[config.mk]
export PLATFORM = sky130hd
export DESIGN_NAME = pdu_run_ctrl
export DESIGN_NICKNAME = d
export VERILOG_FILES = /design/src/rtl/pdu_pkg.sv /design/src/rtl/pdu_debounce.sv /design/src/rtl/pdu_run_ctrl.sv
export SDC_FILE = /design/constraint.sdc
export NUM_CORES = 1
export LEC_CHECK = 0
export CORE_AREA = 2 2 122 124
export CTS_BUF_LIST = sky130_fd_sc_hd__clkbuf_16
export DETAILED_ROUTE_END_ITERATION = 8
export DIE_AREA = 0 0 124 126
export HOLD_SLACK_MARGIN = 0.05
export SETUP_SLACK_MARGIN = 0.02
export SLEW_MARGIN = 20
export SYNTH_ARGS = -nofsm -noshare
export SYNTH_HDL_FRONTEND = slang
export SYNTH_SLANG_ARGS = --single-unit
[constraint.sdc]
create_clock -name clk -period 2.83 [get_ports clk]
set_clock_uncertainty 0.2 [all_clocks]
set_input_delay 0.283 -clock clk [delete_from_list [all_inputs] [get_ports clk]]
set_output_delay 0.283 -clock clk [all_outputs]
set_load 0.02 [all_outputs]
[src/rtl/pdu_pkg.sv]
// Shared types for the program debug unit run/step controller.
package pdu_pkg;

  // Controller states; the encoding is visible on the mode output.
  typedef enum logic [1:0] {
    StStop  = 2'd0,
    StStep  = 2'd1,
    StRun   = 2'd2,
    StBreak = 2'd3
  } pdu_state_e;

  typedef logic [1:0] pdu_mode_t;

  localparam int unsigned InstrCntW = 32;

endpackage

[src/rtl/pdu_debounce.sv]
// Debouncer for one raw board input: 2-FF synchronizer, hold counter and
// rising-edge detector on the debounced level.
module pdu_debounce #(
  parameter int unsigned DB_CNT = 1_000_000,
  parameter int unsigned DW     = 20
) (
  input  logic clk,
  input  logic rst,
  input  logic din,
  output logic dout,
  output logic rise
);

  localparam logic [DW-1:0] CntMax = DW'(DB_CNT - 1);

  logic [1:0]    sync_q;
  logic          db_q, db_d;
  logic          db_prev_q;
  logic [DW-1:0] cnt_q, cnt_d;

  // Hold counter: counts while the synchronized input disagrees with db.
  always_comb begin
    cnt_d = '0;
    db_d  = db_q;
    if (sync_q[1] != db_q) begin
      if (cnt_q == CntMax) begin
        db_d = sync_q[1];
      end else begin
        cnt_d = cnt_q + DW'(1);
      end
    end
  end

  // Synchronizer, stable level, counter and previous level for edge detect.
  always_ff @(posedge clk) begin
    if (rst) begin
      sync_q    <= 2'b00;
      db_q      <= 1'b0;
      db_prev_q <= 1'b0;
      cnt_q     <= '0;
    end else begin
      sync_q    <= {sync_q[0], din};
      db_q      <= db_d;
      db_prev_q <= db_q;
      cnt_q     <= cnt_d;
    end
  end

  // Level and one-cycle pulse in the cycle after db rises.
  always_comb begin
    dout = db_q;
    rise = db_q & ~db_prev_q;
  end

endmodule

[src/rtl/pdu_run_ctrl.sv]
// Run/step controller: debounces run switch and step button and gates the
// CPU clock enable through stop, single-step, free-run and breakpoint hold.
module pdu_run_ctrl
  import pdu_pkg::*;
#(
  parameter int unsigned DB_CNT = 1_000_000,
  parameter int unsigned DW     = 20,
  parameter int unsigned AW     = 32
) (
  input  logic                 clk,
  input  logic                 rst,
  input  logic                 run_sw,
  input  logic                 step_btn,
  input  logic                 brk_en,
  input  logic [AW-1:0]        brk_addr,
  input  logic [AW-1:0]        pc,
  output logic                 cpu_en,
  output logic [1:0]           mode,
  output logic                 brk_hit,
  output logic [InstrCntW-1:0] instr_cnt
);

  logic run_db;
  logic run_rise_unused;
  logic step_db_unused;
  logic step_req;

  pdu_state_e           state_q, state_d;
  logic                 brk_hit_q;
  logic [InstrCntW-1:0] instr_cnt_q;
  logic                 hit;

  pdu_debounce #(
    .DB_CNT (DB_CNT),
    .DW     (DW)
  ) u_run_db (
    .clk  (clk),
    .rst  (rst),
    .din  (run_sw),
    .dout (run_db),
    .rise (run_rise_unused)
  );

  pdu_debounce #(
    .DB_CNT (DB_CNT),
    .DW     (DW)
  ) u_step_db (
    .clk  (clk),
    .rst  (rst),
    .din  (step_btn),
    .dout (step_db_unused),
    .rise (step_req)
  );

  // Breakpoint match is purely combinational so cpu_en drops in the same cycle.
  always_comb begin
    hit = brk_en && (pc == brk_addr);
  end

  // State register; brk_hit tracks the BREAK state one edge behind the match.
  always_ff @(posedge clk) begin
    if (rst) begin
      state_q   <= StStop;
      brk_hit_q <= 1'b0;
    end else begin
      state_q   <= state_d;
      brk_hit_q <= (state_d == StBreak);
    end
  end

  // Next-state logic; step requests outside STOP/BREAK are simply dropped.
  always_comb begin
    state_d = state_q;
    unique case (state_q)
      StStop: begin
        if (run_db) begin
          state_d = StRun;
        end else if (step_req) begin
          state_d = StStep;
        end
      end
      StStep: begin
        state_d = StStop;
      end
      StRun: begin
        if (!run_db) begin
          state_d = StStop;
        end else if (hit) begin
          state_d = StBreak;
        end
      end
      StBreak: begin
        if (!run_db) begin
          state_d = StStop;
        end else if (step_req) begin
          // Stepping from BREAK skips the breakpoint check for that one instruction.
          state_d = StStep;
        end
      end
      default: state_d = StStop;
    endcase
  end

  // Outputs: enable for one cycle in STEP, every non-matching cycle in RUN.
  always_comb begin
    cpu_en = 1'b0;
    unique case (state_q)
      StStep:  cpu_en = 1'b1;
      StRun:   cpu_en = !hit;
      StStop,
      StBreak: cpu_en = 1'b0;
      default: cpu_en = 1'b0;
    endcase
    mode      = pdu_mode_t'(state_q);
    brk_hit   = brk_hit_q;
    instr_cnt = instr_cnt_q;
  end

  // Retired-instruction counter, wraps naturally at 2^32.
  always_ff @(posedge clk) begin
    if (rst) begin
      instr_cnt_q <= '0;
    end else if (cpu_en) begin
      instr_cnt_q <= instr_cnt_q + InstrCntW'(1);
    end
  end

endmodule

After elaboration in Yosys (flattened, before gate mapping)
Cells that the tools add are included.
- output and inout port bits: 36
- bits of input ports: 69
- flip-flop bits (word level): 82
- logic and storage cells: 41
- bitwise gates (word level): 4
- reductions and logical operators: 8
- multiplexer cells: 7
- $add $sub $neg: 3
- equal/unequal tests: 9
- operator list (operator ; number):
    adder 20 x 1 -> 20 bit, second input constant ; 2
    equality test 20 bit, second input constant ; 2
    adder 32 x 1 -> 32 bit, second input constant ; 1
    equality test 32 bit ; 1
    two-way mux 2 bit ; 5
    case mux 2 bit (4 select lines) ; 1
    equality test 2 bit, second input constant ; 3
    OR reduction 3 bit ; 2
    AND reduction 2 bit ; 2
    inverter 1 bit ; 3
    case mux 1 bit (3 select lines) ; 1
    equality test 2 x 1 -> 1 bit, second input constant ; 1
    zero test 2 bit ; 1
    != test 1 bit ; 2
    OR reduction 2 bit ; 1
    AND 1 bit ; 1
    logical AND 1 bit ; 1
    zero test 1 bit ; 1

Depth between registers and ports, before layout
- depth after elaboration: 6
- depth in mapped cells: 9
- depth with buffers taken out: 8

Hierarchy
Synthesis repeated with hierarchy kept, for this count alone.
- cells, all modules: 527
- area total of the unflattened synthesis: 4471.8 um2
- modules (own cells, without submodules) (module ; instances ; area each (um2) ; seq. area each (um2) ; cells an instance):
    pdu_run_ctrl ; 1 ; 2347.3 ; 700.7 ; 283
    pdu_debounce ; 2 ; 1062.3 ; 480.5 ; 122

Worst setup path after synthesis
OpenSTA, ideal clock, no wires.
- path type: reg-to-reg
- start: register instr_cnt_q[6] (netlist: instr_cnt[6])
- end: register instr_cnt_q[25] (netlist: instr_cnt[25])
- data arrival time: 2.148 ns
- cell stages (with the launch flop): 7
- clock period less this slack: 2.417 ns
- setup slack: 0.413 ns
- cell sequence: dfxtp_1 and4_4 and3_4 nand4_4 or4_4 or4_1 a21oi_1
- cells in the longest elaborated chain, start to end: 1
- RTL lines (item ; RTL line ; source):
    start: declaration ; pdu_run_ctrl.sv:30 ; logic [InstrCntW-1:0] instr_cnt_q;
    start signal: assignment ; pdu_run_ctrl.sv:124 ; instr_cnt_q <= instr_cnt_q + InstrCntW'(1);
    adder 32 x 1 -> 32 bit ; pdu_run_ctrl.sv:124 ;
Every way passes these cells.
A chain may end at the register's enable or synchronous reset.

Worst setup path after layout
Ends and elaborated chain as after synthesis.

==> out/metrics.cfg <==
[synth]
synth_area_sq_um = 4210
synth-main-ff-cell = dfxtp_1
ys_seq_area_share_pct = 39.0
ys_ff_latch = 82
synth_edf_count = 0
synth_cells = 493
postSynthAreaPerCell_sq_um = 8.53
syn_nets = 568
ys_types = 45
ys.warnings.count = 0
async_flop_share_pct = 0

[clocking]
clockBufferDepth = 2
clk_latency_ps = 330
cts.sinks = 82
cts_tree = built
cts-root-buf = clkbuf_16
h-tree-depth = 3
cts_buffers = 9
cts.clk_slew.worst_paths_ps = 60
cts_setup_buffers = 0

[global_route]
overflow = 0
grt_max_degree = 45
antenna_found_initial = 0
grt_pass1_wl_mm = 17.4
track_usage_pct = 13.8
grt_pass1_vias = 3684

[min_path]
hp-class = in2reg
hold_path_depth = 2

[timing]
fmax_mhz = 410
tns_ps = 0
post-route-min-period_ps = 2440
max_slew_margin_pct = 55.5
worst_pin_slew_ps = 668
finalHoldViolCount = 0
rsz0062_at_grt = false
drv_slew = 0
setup_viol = 0
fin_crit_sh_pct = 86.2

[setup_path]
endpoint_kind = flop
crit_chain = and4_4 -> and3_4 -> nand4_4 -> or4_4 -> or4_1 -> a21oi_1
path_depth = 6
worstSetupPathType = reg2reg
crit_buf_inv = 0
crit_family = simple AND/OR/NAND/NOR gates
crit_arrival_ps = 2500
max_stage_delay_ps = 520
cpMaxStageDelayCell = or4_4
start_kind = flop
worst_r2r_path_depth = 6
path_max_fanout = 9
worstPathRequired_ps = 2890

[layout]
instances_no_fill = 782
final_common_cell = clkdlybuf4s50_1
multi_input_area_sq_um = 2440
fin_area_sq_um = 5680
fill_cells = 1467
area_growth_syn_to_layout_pct = 35.1
antenna_cells = 0
drive_gt1_share_pct = 7.02
seqCellArea_sq_um = 1640
layout_common_cells = clkdlybuf4s50_1, dfxtp_1, nor2_1
final_nets = 668

[die]
dieArea_sq_um = 15600
start_util_pct = 29.4
io_pins = 105
die_w_microns = 124
rows = 44
coreArea_sq_um = 14300
die_h_microns = 126

[pwr]
power_density_nw_per_um2 = 410
leakage_uw = 0.00190
irDropWorstVdd_mv = 0.297

[detailed_routing]
drc = 0
drt_iter0_drc = 121
wirelength_mm = 10.2
drt_first_pass_iters = 6
ant_nets = 0
avgViaCountPerCell = 4.91
wl_per_cell_microns = 13.0
vias = 3837

[status]
status = finished, final reports clean

[placement]
dp_cells = 766
io_buffer_count = 104
place.gp.congestion = 0.808
dp_hpwl_mm = 7.50
place_area_sq_um = 5420

[job]
maxCapViolCount = 0

what timing repair did:
action                                  4_1_cts  5_1_grt
endpoints found under the setup margin        0        1
hold buffers                                  0        0
endpoints found under the hold margin         0        0
resized for setup                             0        2
Yosys cell counts (13+ instances only):
| cell | instances | area [sq um] |
|---|---|---|
| dfxtp_1 | 82 | 1640 |
| nor2_1 | 70 | 263 |
| xor2_1 | 54 | 473 |
| nand3_1 | 32 | 160 |
| nand2_1 | 26 | 97.6 |
| a21oi_1 | 23 | 115 |
| nand4_1 | 17 | 106 |
| clkbuf_1 | 16 | 60.1 |
| o31ai_1 | 16 | 120 |
| or4_1 | 16 | 120 |
| xnor2_1 | 16 | 140 |
| nor2b_1 | 15 | 93.8 |
| nor3_1 | 14 | 70.1 |
| nor4_1 | 13 | 81.3 |
worst register-to-register path: cells and delay by family, from the launching register on:
kind            cells  cell delay (ps)
compound gates      1              140
simple gates        5             1580
flops               1              440
metrics by stage:
step                worst slack [ps]  hold WS, ps  util (%)  power, uW
floorplan                        413          211         -       1240
global placement                 101          225      37.9       1350
detailed placement              86.3          229      37.9       1350
CTS                             83.2         82.5      39.6       2370
global route                     269         91.6      39.7       2430
finish                           391         80.9      39.7       2330
metal layers:
layer | routed length (microns) | share of wire, % | vias to the layer above | GRT usage, %
li1 | - | - | 1941 | -
met5 | 0 | 0 | - | 0
met4 | 191 | 1.9 | 0 | 4.89
met1 | 4510 | 44 | 1812 | 16.5
met3 | 332 | 3.3 | 14 | 3.62
met2 | 5170 | 51 | 70 | 23.7
registers in the layout, summed over array words and instances (netlist names):
register / flops
u_run_db.cnt_q: 20
mode: 2
u_step_db.cnt_q: 20
u_step_db.sync_q: 2
u_run_db.dout: 1
u_step_db.dout: 1
brk_hit: 1
u_run_db.sync_q: 2
instr_cnt: 32
u_step_db.db_prev_q: 1
cells by family (layout without fill, tap and decap cells):
family / count (synthesis) / count (layout) / synth area share (%)
buffers and inverters: 29 / 134 / 3.24
xor gates and xnor gates: 70 / 70 / 14.6
DFF: 82 / 82 / 39.0
AOI/OAI and AO/OA: 51 / 51 / 7.41
muxes: 11 / 11 / 2.89
adders and majority gates: 6 / 6 / 1.79
and+or+nand+nor: 244 / 244 / 31.1
area by class of cell:
type / count / area share, %
clock inverters: 7 / 0.485
inverters: 7 / 0.463
multi-input cells: 382 / 42.9
well taps: 184 / 4.05
repair buffers: 111 / 19.2
clock buffers: 9 / 3.96
flip-flops and latches: 82 / 28.9
worst paths after layout:
check	startpoint	endpoint	slack (ps)
worst max-delay path	instr_cnt[6]$_SDFFE_PP0P_	instr_cnt[25]$_SDFFE_PP0P_	390
worst min-delay path	rst	u_step_db.dout$_SDFFE_PP0P_	80
worst max register to register	instr_cnt[6]$_SDFFE_PP0P_	instr_cnt[25]$_SDFFE_PP0P_	390
worst min register to register	u_step_db.sync_q[0]$_SDFF_PP0_	u_step_db.sync_q[1]$_SDFF_PP0_	240
power breakdown:
part	internal (uW)	total [uW]	leakage (uW)	switching, uW
clock network	573	1010	0.000128	432
registers	1160	1160	0.000661	1.86
logic	108	165	0.00111	57.2
(Power assumes the default switching activity.)
